$ cat src/rtl/trng_pkg.sv
// Shared constants, FSM encoding and word-slot mapping for the TRNG block path.
// The serializer and the assembler both use slot_lsb so the two ends agree on word order.
package trng_pkg;

  localparam int WORD_W  = 32;
  localparam int WORDS   = 16;
  localparam int BLOCK_W = WORD_W * WORDS;
  localparam int SLOT_W  = $clog2(WORDS);
  localparam int CNT_W   = $clog2(WORDS + 1);
  localparam int LSB_W   = $clog2(BLOCK_W);

  localparam logic [1:0] ST_IDLE    = 2'd0;
  localparam logic [1:0] ST_COLLECT = 2'd1;
  localparam logic [1:0] ST_FULL    = 2'd2;

  // Word 0 lands in the top bits of the block, word WORDS-1 in the bottom bits.
  function automatic logic [LSB_W-1:0] slot_lsb(input logic [SLOT_W-1:0] slot);
    slot_lsb = LSB_W'(BLOCK_W - WORD_W * (int'(slot) + 1));
  endfunction

endpackage

$ cat src/rtl/trng_gap_timer.sv
// Counts consecutive idle cycles inside a partial block and pulses expired on the
// cycle that completes GAP_LIMIT of them. GAP_LIMIT=0 disables the timeout.
module trng_gap_timer #(
  parameter int GAP_LIMIT = 4
) (
  input  logic SCLK,
  input  logic RST,
  input  logic clear,
  input  logic tick,
  input  logic enable,
  output logic expired
);

  localparam int CW = (GAP_LIMIT > 0) ? $clog2(GAP_LIMIT + 1) : 1;
  localparam logic [CW-1:0] LIMIT_C = CW'(GAP_LIMIT);

  logic [CW-1:0] gap_cnt_r;

  // Saturating idle-cycle counter, reset whenever a word arrives or timing is disabled.
  always_ff @(posedge SCLK) begin
    if (RST) begin
      gap_cnt_r <= {CW{1'b0}};
    end else if (clear || !enable) begin
      gap_cnt_r <= {CW{1'b0}};
    end else if (tick && (gap_cnt_r != LIMIT_C)) begin
      gap_cnt_r <= gap_cnt_r + CW'(1);
    end else begin
      gap_cnt_r <= gap_cnt_r;
    end
  end

  generate
    if (GAP_LIMIT == 0) begin : g_no_timeout
      assign expired = 1'b0;
    end else begin : g_timeout
      assign expired = enable && tick && !clear && (gap_cnt_r == CW'(GAP_LIMIT - 1));
    end
  endgenerate

endmodule

$ cat src/rtl/trng_block_assembler.sv
// Reassembles a stream of 32-bit random words into 512-bit blocks and holds each
// finished block for a downstream consumer under a valid/ack handshake.
module trng_block_assembler
  import trng_pkg::*;
#(
  parameter int GAP_LIMIT = 4
) (
  input  logic               SCLK,
  input  logic               RST,
  input  logic               WORD_VALID,
  input  logic [WORD_W-1:0]  WORD_DATA,
  input  logic               BLOCK_ACK,
  output logic [BLOCK_W-1:0] BLOCK_DATA,
  output logic               BLOCK_VALID,
  output logic [CNT_W-1:0]   WORD_COUNT,
  output logic               ABORT,
  output logic               OVERRUN
);

  logic [1:0]         state_r;
  logic [1:0]         state_nxt_s;
  logic [BLOCK_W-1:0] block_r;
  logic [BLOCK_W-1:0] block_nxt_s;
  logic [CNT_W-1:0]   count_r;
  logic [CNT_W-1:0]   count_nxt_s;
  logic               valid_r;
  logic               valid_nxt_s;
  logic               abort_r;
  logic               abort_nxt_s;
  logic               overrun_r;
  logic               overrun_nxt_s;
  logic               expired_s;
  logic [LSB_W-1:0]   wr_lsb_s;
  logic [LSB_W-1:0]   slot0_lsb_s;

  trng_gap_timer #(
    .GAP_LIMIT(GAP_LIMIT)
  ) u_gap_timer (
    .SCLK   (SCLK),
    .RST    (RST),
    .clear  (WORD_VALID),
    .tick   (!WORD_VALID),
    .enable (state_r == ST_COLLECT),
    .expired(expired_s)
  );

  assign wr_lsb_s    = slot_lsb(count_r[SLOT_W-1:0]);
  assign slot0_lsb_s = slot_lsb({SLOT_W{1'b0}});

  // Next-state, packing and flag logic for the IDLE/COLLECT/FULL handshake.
  always_comb begin
    state_nxt_s   = state_r;
    block_nxt_s   = block_r;
    count_nxt_s   = count_r;
    valid_nxt_s   = valid_r;
    abort_nxt_s   = 1'b0;
    overrun_nxt_s = overrun_r;
    case (state_r)
      ST_IDLE: begin
        if (WORD_VALID) begin
          block_nxt_s[slot0_lsb_s +: WORD_W] = WORD_DATA;
          count_nxt_s = CNT_W'(1);
          state_nxt_s = ST_COLLECT;
        end else begin
          state_nxt_s = ST_IDLE;
        end
      end
      ST_COLLECT: begin
        if (WORD_VALID) begin
          block_nxt_s[wr_lsb_s +: WORD_W] = WORD_DATA;
          count_nxt_s = count_r + CNT_W'(1);
          if (count_r == CNT_W'(WORDS - 1)) begin
            valid_nxt_s = 1'b1;
            state_nxt_s = ST_FULL;
          end else begin
            state_nxt_s = ST_COLLECT;
          end
        end else if (expired_s) begin
          block_nxt_s = {BLOCK_W{1'b0}};
          count_nxt_s = {CNT_W{1'b0}};
          abort_nxt_s = 1'b1;
          state_nxt_s = ST_IDLE;
        end else begin
          state_nxt_s = ST_COLLECT;
        end
      end
      ST_FULL: begin
        if (BLOCK_ACK) begin
          valid_nxt_s = 1'b0;
          if (WORD_VALID) begin
            // Release and restart in one edge so a word arriving with the ack is kept.
            block_nxt_s[slot0_lsb_s +: WORD_W] = WORD_DATA;
            count_nxt_s = CNT_W'(1);
            state_nxt_s = ST_COLLECT;
          end else begin
            count_nxt_s = {CNT_W{1'b0}};
            state_nxt_s = ST_IDLE;
          end
        end else if (WORD_VALID) begin
          overrun_nxt_s = 1'b1;
          state_nxt_s   = ST_FULL;
        end else begin
          state_nxt_s = ST_FULL;
        end
      end
      default: begin
        block_nxt_s = {BLOCK_W{1'b0}};
        count_nxt_s = {CNT_W{1'b0}};
        valid_nxt_s = 1'b0;
        state_nxt_s = ST_IDLE;
      end
    endcase
  end

  // State and output registers.
  always_ff @(posedge SCLK) begin
    if (RST) begin
      state_r   <= ST_IDLE;
      block_r   <= {BLOCK_W{1'b0}};
      count_r   <= {CNT_W{1'b0}};
      valid_r   <= 1'b0;
      abort_r   <= 1'b0;
      overrun_r <= 1'b0;
    end else begin
      state_r   <= state_nxt_s;
      block_r   <= block_nxt_s;
      count_r   <= count_nxt_s;
      valid_r   <= valid_nxt_s;
      abort_r   <= abort_nxt_s;
      overrun_r <= overrun_nxt_s;
    end
  end

  assign BLOCK_DATA  = block_r;
  assign BLOCK_VALID = valid_r;
  assign WORD_COUNT  = count_r;
  assign ABORT       = abort_r;
  assign OVERRUN     = overrun_r;

endmodule

$ cat config.mk
export PLATFORM = sky130hd
export DESIGN_NAME = trng_block_assembler
export DESIGN_NICKNAME = d
export VERILOG_FILES = /design/src/rtl/trng_pkg.sv /design/src/rtl/trng_gap_timer.sv /design/src/rtl/trng_block_assembler.sv
export SDC_FILE = /design/constraint.sdc
export NUM_CORES = 1
export LEC_CHECK = 0
export ABC_CLOCK_PERIOD_IN_PS = 3280
export CORE_AREA = 3 3 213 215
export CTS_CLUSTER_DIAMETER = 150
export CTS_CLUSTER_SIZE = 10
export DETAILED_ROUTE_END_ITERATION = 16
export DIE_AREA = 0 0 216 218
export HOLD_SLACK_MARGIN = 0.12
export PLACE_DENSITY = 0.78
export SLEW_MARGIN = 20
export SYNTH_ARGS = -nofsm -noshare
export SYNTH_HDL_FRONTEND = slang
export SYNTH_HIERARCHICAL = 1
export SYNTH_SLANG_ARGS = --single-unit
$ cat constraint.sdc
create_clock -name SCLK -period 3.28 [get_ports SCLK]
set_input_delay 0.656 -clock SCLK [delete_from_list [all_inputs] [get_ports SCLK]]
set_output_delay 0.656 -clock SCLK [all_outputs]
set_load 0.01 [all_outputs]
==> summary.md, run 1 <==
Timing
* **final setup fails** 0
* **Period Utilization, post-route** 0.947
* **Final Hold Vio Count** 0
* **min setup slack post-route** 0.173 ns
* **Rel. slew slack** 0.269
* **post-layout minimum cycle time** 3.11 ns
* **setup clock skew after layout** 0.0250 ns
* **measured slew at the worst slew-check pin** 1.09 ns
* **Max Clock Freq** 322 MHz
* **accumulated negative setup slack** 0 ns
* **fin. max-slew vios** 0
* **setup repair after global routing missed its margin** no

Power
* **sum of internal, switching and leakage power** 12.8 mW
* **standby leakage power** 9.15 nW
* **Peak VDD IR** 0.000441 V
* **power density relative to cell area** 497 mW/mm2

Clock network
* **clock-pin slew reported for the worst setup and hold paths after clock tree synthesis** 0.06 ns
* **cells resized by post-CTS repair** 0
* **clock tree from TritonCTS** done
* **CTS Hold Bufs** 0
* **Longest Clk Path Bufs** 3
* **source-to-sink clock delay at the later pin of the worst-skew pair** 0.63 ns
* **Inserted Clock Buffers** 58
* **count of clock tree sinks** 525
* **number of H-tree branching levels** 2
* **Post-CTS Setup Bufs** 0
* **clk root buf** clkbuf_16

Routing
* **Total Routed Length** 71500 um
* **total iterations of the first detailed-routing run** 6
* **average vias per placed instance** 5.98
* **post-route DRC violation count** 0
* **number of vias in the routed layout** 16200
* **number of design-rule violations left by the first detailed-router iteration** 1619
* **count of antenna-violating nets left after detailed routing** 0
* **DR WL/cell** 26.4 um

Setup path
* **worst setup path category** reg2reg
* **end point of the critical path** BLOCK_DATA[510]$_SDFFE_PP0P_
* **ordered list of cells on the worst path** buf_4 > ha_1 > nor2_1 > a21o_1 > o21ai_2 > o221a_2 > a22o_1
* **crit path launch** WORD_COUNT[0]$_SDFFE_PP0P_
* **top fanout value on the critical path** 32
* **endpoint of the lowest-slack register-to-register path** BLOCK_DATA[510]$_SDFFE_PP0P_
* **CP max-delay cell** o221a_2
* **worst flop-to-flop path startpoint** WORD_COUNT[0]$_SDFFE_PP0P_
* **total number of cells along the worst setup path** 7
* **CP Data Required Time** 3.82 ns
* **arrival time at the worst endpoint** 3.65 ns
* **Bufs and invs on worst path** 1
* **capturing element type of the critical path** flip-flop
* **delay-heaviest family, CP** compound AO/OA/AOI/OAI gates
* **setup slack, reg-to-reg** 0.17 ns
* **worst-case reg-to-reg path depth** 7
* **startpoint kind of the worst setup timing path** flip-flop
* **maximum single-stage delay on the critical path** 0.85 ns

Synthesis
* **post-synthesis cell type with the largest combined area** dfxtp_1
* **average size of a mapped cell** 10.9 um2
* **Area contributors post-synth** dfxtp_1 59%, a22o_1 14%, a32o_1 3.9%
* **Cell variety after synth** 55
* **post-synthesis instance total** 1636
* **most used flip-flop cell after synthesis** dfxtp_1
* **portion of synthesized cell area occupied by the leading cell type** 0.590
* **number of flops mapped to enable cells by yosys** 0
* **Yosys warning count** 6
* **register area share after synthesis** 0.590
* **fraction of registers with async set/reset** 0
* **Syn Nets** 1680
* **combined area of all synthesized cells** 0.0178 mm2
* **number of register bits inferred by synthesis** 525

Placed design
* **half-perimeter wire length after detailed placement** 48600 um
* **minimum setup slack after placement** 0.0567 ns
* **Placer Congestion** 0.870
* **cell count after placement** 2649
* **Port Buffer Count** 555

Global route
* **number of antenna violations at the first check in global routing** 0
* **number of global-route vias before repair** 15800
* **overall track demand over capacity in global routing** 0.287
* **global-route wire length before repair** 103000 um
* **pin count of the biggest net entering global routing** 81
* **GRT Residual Overflow** 0

Finish
* **most common cell after layout, fill and taps aside** clkdlybuf4s50_1
* **share of final-layout standard cells stronger than drive strength 1** 0.0821
* **net count reported at finish** 2161
* **count of non-filler cells in the finished layout** 2711
* **most frequent cells in the layout** 553 x clkdlybuf4s50_1, 525 x dfxtp_1, 278 x a22o_1
* **Inserted Diodes** 0
* **Final Core Density** 0.586
* **area growth from synthesis to final layout** 44.4%

Min path
* **worst hold path class** reg2reg

Floorplanning
* **initial cell density of the core** 0.406
* **placement row count** 77
* **core area** 0.0439 mm2
* **floorplan die width** 216 um
* **count of boundary I/O pins** 556
* **Die Outline Area** 0.0471 mm2
* **die boundary height** 218 um

Flow run
* **number of max-cap violations** 0

Outcome
* **status** finished, final reports clean

sequential cells by signal, summed over array words and instances (netlist names):
signal and cells:
ABORT 1, BLOCK_DATA 512, BLOCK_VALID 1, OVERRUN 1
WORD_COUNT 5, state_r 2, u_gap_timer/gap_cnt_r 3
per-stage QoR:
stage	instance area, um2	hold WS [ns]
after floorplan	17800	0.474
after global placement	24200	0.440
after detailed placement	24200	0.450
after CTS	25700	0.457
after global routing	25700	0.471
final	25700	0.453
tightest hold or removal path: cells and delay by family (launching register included):
kind	cells	cell delay (ns)
flip-flops	1	0.31
AND/OR/NAND/NOR	1	0.05
AO/OA/AOI/OAI	1	0.05
how the worst min path moves through the flow:
stage / from / end / cells after the start / slack, ns
2_1_floorplan: BLOCK_DATA[441]$_SDFFE_PP0P_ / BLOCK_DATA[441]$_SDFFE_PP0P_ / 2 / 0.47
3_3_place_gp: BLOCK_DATA[441]$_SDFFE_PP0P_ / BLOCK_DATA[441]$_SDFFE_PP0P_ / 2 / 0.44
3_5_place_dp: BLOCK_DATA[2]$_SDFFE_PP0P_ / BLOCK_DATA[2]$_SDFFE_PP0P_ / 2 / 0.45
4_1_cts: BLOCK_DATA[2]$_SDFFE_PP0P_ / BLOCK_DATA[2]$_SDFFE_PP0P_ / 2 / 0.46
5_1_grt: BLOCK_DATA[1]$_SDFFE_PP0P_ / BLOCK_DATA[1]$_SDFFE_PP0P_ / 2 / 0.47
6_report: BLOCK_DATA[5]$_SDFFE_PP0P_ / BLOCK_DATA[5]$_SDFFE_PP0P_ / 2 / 0.45
power breakdown:
part / internal [mW] / switching [mW]
clock network: 3.12 / 2.48
logic: 0.211 / 0.561
registers: 6.41 / 0.0216
total: 9.74 / 3.06
cell usage after synthesis (all sizes together), types with 4 or more instances:
library cell	n
ha	8
nand2b	7
a22oi	52
a32o	69
o21ai	14
a22o	278
buf	63
nor2	66
and3	6
nor2b	6
o211ai	4
xnor2	4
nand3	57
nor3	15
o2bb2ai	64
nand2	104
a32oi	27
clkbuf	142
dfxtp	525
o22ai	5
inv	10
a21oi	70
per-layer routing:
metal	share of wire	GRT usage	routed length, um	up-vias
met5	0	0	0	-
met3	0.10	0.0775	7270	189
met1	0.39	0.352	27600	7954
li1	-	-	-	7050
met4	0.042	0.122	2970	0
met2	0.47	0.477	33600	1027
area by class of cell:
cell class	count	area (um2)
clock buffer	58	1450
clock inverter	4	63.8
timing repair buffer	626	6260
fill	3571	18200
sequential	525	10500
inverter	11	41.3
multi-input combinational	895	6680
tap	592	741
cell families after synthesis:
family	share of synthesized area
muxes	0.00112
adders and majority gates	0.00561
DFF	0.590
AOI/OAI and AO/OA	0.282
buffers and inverters	0.0495
xor gates and xnor gates	0.00295
and+or+nand+nor	0.0695
Power figures use the tool's default switching activity.
==> inputs of run 2 (changes only) <==
Settings changed: CORE_AREA 3 3 213 215 to not set, CORE_MARGIN set to 3, CORE_UTILIZATION set to 40, DIE_AREA 0 0 216 218 to not set, PLACE_DENSITY 0.78 to 0.77.
==> summary.md, run 2 (synthesis results as in run 1) <==
Floorplanning
* **count of boundary I/O pins** 556, unchanged
* **core area** 0.0436 mm2, -0.87%
* **initial cell density of the core** 0.409, +0.00354
* **die boundary height** 217 um, -0.40%
* **placement row count** 76, -1.3%
* **floorplan die width** 217 um, +0.52%
* **Die Outline Area** 0.0471 mm2, +0.11%

Clock network
* **number of H-tree branching levels** 2, unchanged
* **count of clock tree sinks** 525, unchanged
* **clock-pin slew reported for the worst setup and hold paths after clock tree synthesis** 0.06 ns, about the same
* **clk root buf** clkbuf_16
* **source-to-sink clock delay at the later pin of the worst-skew pair** 0.60 ns, -0.03 ns
* **Post-CTS Setup Bufs** 0, unchanged
* **CTS Hold Bufs** 0, unchanged
* **Longest Clk Path Bufs** 3, unchanged
* **cells resized by post-CTS repair** 0, unchanged
* **clock tree from TritonCTS** done
* **Inserted Clock Buffers** 58, unchanged

Power
* **standby leakage power** 9.16 nW, about the same
* **sum of internal, switching and leakage power** 12.7 mW, -0.51%
* **power density relative to cell area** 495 mW/mm2, -0.37%
* **Peak VDD IR** 0.000391 V, -11%

Finish
* **share of final-layout standard cells stronger than drive strength 1** 0.0838, +0.00165
* **most common cell after layout, fill and taps aside** clkdlybuf4s50_1
* **Inserted Diodes** 0, unchanged
* **net count reported at finish** 2167, +0.28%
* **most frequent cells in the layout** 554 x clkdlybuf4s50_1, 525 x dfxtp_1, 278 x a22o_1
* **Filler Cells Inserted** 3557, -0.39%
* **Largest register FFs** 512, unchanged
* **area growth from synthesis to final layout** 44.2%
* **Final Core Density** 0.590, +0.00432

Routing
* **number of design-rule violations left by the first detailed-router iteration** 1405, -13%
* **Total Routed Length** 71600 um, +0.24%
* **average vias per placed instance** 5.93, -0.88%
* **total iterations of the first detailed-routing run** 5, -1
* **count of antenna-violating nets left after detailed routing** 0, unchanged
* **number of vias in the routed layout** 16100, -0.91%
* **DR WL/cell** 26.4 um, +0.28%
* **post-route DRC violation count** 0, unchanged

Setup path
* **top fanout value on the critical path** 32, unchanged
* **worst setup path category** reg2reg
* **startpoint kind of the worst setup timing path** flip-flop
* **arrival time at the worst endpoint** 3.54 ns, -0.11 ns
* **ordered list of cells on the worst path** buf_4 > ha_1 > xor2_1 > and3_1 > a21oi_4 > a22o_1
* **CP max-delay cell** a21oi_4
* **CP Data Required Time** 3.81 ns, about the same
* **maximum single-stage delay on the critical path** 0.87 ns, +0.02 ns
* **capturing element type of the critical path** flip-flop

Global route
* **number of global-route vias before repair** 15800, +0.22%
* **pin count of the biggest net entering global routing** 81, unchanged
* **GRT Residual Overflow** 0, unchanged
* **number of antenna violations at the first check in global routing** 0, unchanged
* **overall track demand over capacity in global routing** 0.287, about the same
* **global-route wire length before repair** 104000 um, +0.21%

Timing
* **Rel. slew slack** 0.277, +0.00727
* **Period Utilization, post-route** 0.919, -0.0279
* **setup repair after global routing missed its margin** no
* **final setup fails** 0, unchanged
* **measured slew at the worst slew-check pin** 1.08 ns, -0.00990 ns
* **setup clock skew after layout** 0.0191 ns, -0.00599 ns
* **accumulated negative setup slack** 0 ns, unchanged
* **fin. max-slew vios** 0, unchanged
* **Max Clock Freq** 332 MHz, +3.0%
* **post-layout minimum cycle time** 3.02 ns, -0.0916 ns
* **min setup slack post-route** 0.265 ns, +0.0916 ns
* **Final Hold Vio Count** 0, unchanged

Placed design
* **Placer Congestion** 0.881, +1.2%
* **Port Buffer Count** 555, unchanged
* **half-perimeter wire length after detailed placement** 49000 um, +0.89%
* **minimum setup slack after placement** 0.133 ns, +0.0758 ns

Min path
* **worst hold path class** in2reg

Outcome
* **status** finished, final reports clean

Flow run
* **number of max-cap violations** 0, unchanged

[run 2: final cells by class]
cell class	instances	area [um2]	area share
Clock buffer	58	1450	0.0564
Clock inverter	4	41.3	0.00161
Inverter	11	41.3	0.00161
Multi-Input combinational cell	895	6680	0.260
Sequential cell	525	10500	0.409
Tap cell	585	732	0.0285
Timing Repair Buffer	632	6260	0.244
[run 2: path summary, 6_finish.rpt]
kind / startpoint / end / slack [ns] / cells past startpoint
min: RST / WORD_COUNT[1]$_SDFFE_PP0P_ / 0.44 / 2
min reg2reg: BLOCK_DATA[441]$_SDFFE_PP0P_ / BLOCK_DATA[441]$_SDFFE_PP0P_ / 0.45 / 2
max reg2reg: WORD_COUNT[0]$_SDFFE_PP0P_ / BLOCK_DATA[61]$_SDFFE_PP0P_ / 0.26 / 6
max: WORD_COUNT[0]$_SDFFE_PP0P_ / BLOCK_DATA[61]$_SDFFE_PP0P_ / 0.26 / 6
[run 2: through the flow]
stage,instance area [um2],std cells,hold WS (ns)
2_1_floorplan,17800,1636,0.474
3_3_place_gp,24200,2647,0.438
3_5_place_dp,24200,2647,0.444
4_1_cts,25700,2709,0.399
5_1_grt,25700,2710,0.440
6_report,25700,2710,0.442
[run 2: routing by layer]
layer	share of wire	up-vias	routed length [um]	GRT usage
met2	0.47	888	33800	0.474
met5	0	-	0	0
met3	0.097	187	6940	0.0822
met1	0.39	7931	27900	0.350
li1	-	7066	-	-
met4	0.042	0	2990	0.123
[run 2: critical path, delay by kind of cell, from the launching register on]
kind	cells	cell delay, ns
AOI/OAI and AO/OA	2	1.15
adders and majority gates	1	0.54
and+or+nand+nor	1	0.36
DFF	1	0.33
xor gates and xnor gates	1	0.32
buffers and inverters	1	0.24
[run 2: power by group]
part	internal, mW	switching (mW)	total [mW]
Clock	3.10	2.43	5.53
Combinational	0.214	0.558	0.772
Sequential	6.41	0.0214	6.43
==> inputs of run 3 (changes only) <==
Settings changed: CORE_ASPECT_RATIO set to 1.4, PLACE_DENSITY 0.77 to 0.76, SYNTH_HIERARCHICAL 1 to not set.
==> summary.md, run 3 <==
Outcome
* **status** finished, final reports clean

Timing
* **final setup fails** 0, unchanged
* **accumulated negative setup slack** 0 ns, unchanged
* **Final Hold Vio Count** 0, unchanged
* **post-layout minimum cycle time** 3.11 ns, +0.0903 ns
* **setup repair after global routing missed its margin** no
* **Max Clock Freq** 322 MHz, -2.9%
* **fin. max-slew vios** 0, unchanged
* **measured slew at the worst slew-check pin** 1.10 ns, +0.0168 ns
* **setup clock skew after layout** 0.0154 ns, -0.00370 ns
* **Rel. slew slack** 0.265, -0.0119
* **Period Utilization, post-route** 0.947, +0.0275

Routing
* **total iterations of the first detailed-routing run** 7, +2
* **average vias per placed instance** 6.21, +4.7%
* **number of vias in the routed layout** 20000, +24%
* **number of design-rule violations left by the first detailed-router iteration** 1854, +32%
* **DR WL/cell** 27.2 um, +3.0%
* **post-route DRC violation count** 0, unchanged
* **Total Routed Length** 87700 um, +22%
* **count of antenna-violating nets left after detailed routing** 0, unchanged

Setup path
* **worst setup path category** reg2reg
* **top fanout value on the critical path** 21, -34%
* **capturing element type of the critical path** flip-flop
* **CP Data Required Time** 3.76 ns, -0.05 ns
* **arrival time at the worst endpoint** 3.58 ns, +0.04 ns
* **startpoint kind of the worst setup timing path** flip-flop

Power
* **standby leakage power** 9.17 nW, +0.20%
* **power density relative to cell area** 471 mW/mm2, -4.9%
* **Peak VDD IR** 0.000399 V, +2.3%

Finish
* **area used by sequential logic in the layout** 0.0105 mm2, about the same
* **most frequent cells in the layout** 554 x clkdlybuf4s50_1, 524 x dfxtp_1, 194 x nor2_1
* **Post-Layout Inst Area** 0.0278 mm2, +8.2%
* **most common cell after layout, fill and taps aside** clkdlybuf4s50_1
* **area growth from synthesis to final layout** 39.9%
* **Filler Cells Inserted** 4250, +19%
* **Final Core Density** 0.566, -0.0243
* **share of final-layout standard cells stronger than drive strength 1** 0.0856, +0.00186
* **net count reported at finish** 2623, +21%
* **Largest register FFs** 512, unchanged
* **combined area of the multi-input logic cells** 0.00847 mm2, +27%

Global route
* **number of global-route vias before repair** 19300, +22%
* **GRT Residual Overflow** 0, unchanged
* **overall track demand over capacity in global routing** 0.316, +0.0289
* **number of antenna violations at the first check in global routing** 2, +2
* **global-route wire length before repair** 128000 um, +24%
* **pin count of the biggest net entering global routing** 109, +35%

Clock network
* **source-to-sink clock delay at the later pin of the worst-skew pair** 0.61 ns, about the same
* **clock-pin slew reported for the worst setup and hold paths after clock tree synthesis** 0.06 ns, about the same
* **clock tree from TritonCTS** done
* **CTS Hold Bufs** 0, unchanged
* **Post-CTS Setup Bufs** 0, unchanged
* **clk root buf** clkbuf_16
* **Inserted Clock Buffers** 58, unchanged
* **Longest Clk Path Bufs** 3, unchanged
* **cells resized by post-CTS repair** 0, unchanged
* **number of H-tree branching levels** 2, unchanged
* **count of clock tree sinks** 525, unchanged

Floorplanning
* **Die Outline Area** 0.0524 mm2, +11%
* **count of boundary I/O pins** 556, unchanged
* **core area** 0.0491 mm2, +13%
* **initial cell density of the core** 0.405, -0.00477
* **die boundary height** 270 um, +24%
* **floorplan die width** 194 um, -10%
* **placement row count** 96, +26%

Placed design
* **half-perimeter wire length after detailed placement** 59000 um, +20%
* **Placer Congestion** 0.941, +6.7%
* **Port Buffer Count** 555, unchanged
* **Placed Area** 0.0263 mm2, +8.6%

Synthesis
* **combined area of all synthesized cells** 0.0199 mm2, +11%
* **Cell variety after synth** 65, +18%
* **count leader, synth** dfxtp_1
* **most instantiated cells after synthesis** 525 x dfxtp_1, 197 x nor2_1, 179 x clkbuf_1, 162 x a21oi_1, 161 x a32oi_1
* **Syn Nets** 2145, +28%
* **portion of synthesized cell area occupied by the leading cell type** 0.529, -0.0607
* **register area share after synthesis** 0.529, -0.0607
* **number of register bits inferred by synthesis** 525, unchanged
* **number of flops mapped to enable cells by yosys** 0, unchanged
* **most used flip-flop cell after synthesis** dfxtp_1
* **post-synthesis cell type with the largest combined area** dfxtp_1
* **post-synthesis instance total** 2101, +28%
* **fraction of registers with async set/reset** 0, unchanged
* **Area contributors post-synth** dfxtp_1 53%, a32oi_1 7.1%, a21oi_1 4.1%
* **average size of a mapped cell** 9.46 um2, -13%
* **Yosys warning count** 0, -6

Min path
* **worst hold path class** reg2reg

Flow run
* **number of max-cap violations** 0, unchanged

## run 3: changes by cell type after synthesis, moves of 50 or more
| cell | delta |
|---|---|
| a22o_1 | -193 |
| nand2_1 | +50 |
| a32oi_1 | +134 |
| a21oi_1 | +92 |
| nor2_1 | +131 |
| a32o_1 | -51 |
| nand3_1 | +78 |
## run 3: path summary, 6_finish.rpt
| kind | start | end | slack, ns | cells after the start |
|---|---|---|---|---|
| setup / recovery | WORD_COUNT[1]$_SDFFE_PP0P_ | BLOCK_DATA[486]$_SDFFE_PP0P_ | 0.17 | 9 |
| hold / removal | BLOCK_DATA[419]$_SDFFE_PP0P_ | BLOCK_DATA[419]$_SDFFE_PP0P_ | 0.45 | 2 |
| setup reg to reg | WORD_COUNT[1]$_SDFFE_PP0P_ | BLOCK_DATA[486]$_SDFFE_PP0P_ | 0.17 | 9 |
| hold reg to reg | BLOCK_DATA[419]$_SDFFE_PP0P_ | BLOCK_DATA[419]$_SDFFE_PP0P_ | 0.45 | 2 |
## run 3: logic make-up (layout without fill, tap and decap cells)
group                      count (synthesis)  in the layout  share of synthesized area
other                                      0              2                          0
and+or+nand+nor                          572            572                      0.130
DFF                                      525            525                      0.529
adders and majority gates                  8              8                    0.00504
xor gates and xnor gates                   8              8                    0.00390
AOI/OAI and AO/OA                        727            727                      0.278
buffers and inverters                    258            738                     0.0529
muxes                                      3              3                    0.00157
## run 3: worst max-delay path: stages (launching register included)
cell	delay [ns]
dfxtp_1	0.51
inv_1	0.11
ha_1	0.38
buf_4	0.21
nand2b_1	0.30
a21oi_1	0.45
a21oi_4	0.13
o2111a_1	0.37
buf_4	0.28
a22o_1	0.24
## run 3: area by class of cell
| class | count | area share |
|---|---|---|
| inverters | 14 | 0.00189 |
| diodes | 2 | 0.000180 |
| repair buffers | 662 | 0.232 |
| clock inverters | 4 | 0.00252 |
| well taps | 637 | 0.0287 |
| flip-flops and latches | 525 | 0.378 |
| multi-input cells | 1318 | 0.305 |
| clock buffers | 58 | 0.0522 |
## run 3: per-stage QoR
stage / hold slack (ns) / setup WS, ns / power [mW] / instances
after CTS: 0.441 / 0.217 / 13.1 / 3218
after floorplan: 0.474 / 0.607 / 7.05 / 2101
after global routing: 0.468 / 0.000158 / 13.4 / 3219
final: 0.448 / 0.175 / 13.1 / 3220
after global placement: 0.437 / 0.263 / 7.56 / 3156
after detailed placement: 0.441 / 0.212 / 7.57 / 3156
## run 3: report_power, final
group / internal [mW] / switching (mW) / total (mW)
sequential: 6.42 / 0.0314 / 6.45
clock: 3.11 / 2.53 / 5.64
combinational: 0.268 / 0.743 / 1.01
## run 3: layer usage
metal,vias up,GRT usage,wire length [um]
met5,-,0,0
met3,295,0.0784,8660
met4,0,0.192,6220
met1,9657,0.379,32500
li1,8761,-,-
met2,1281,0.510,40300
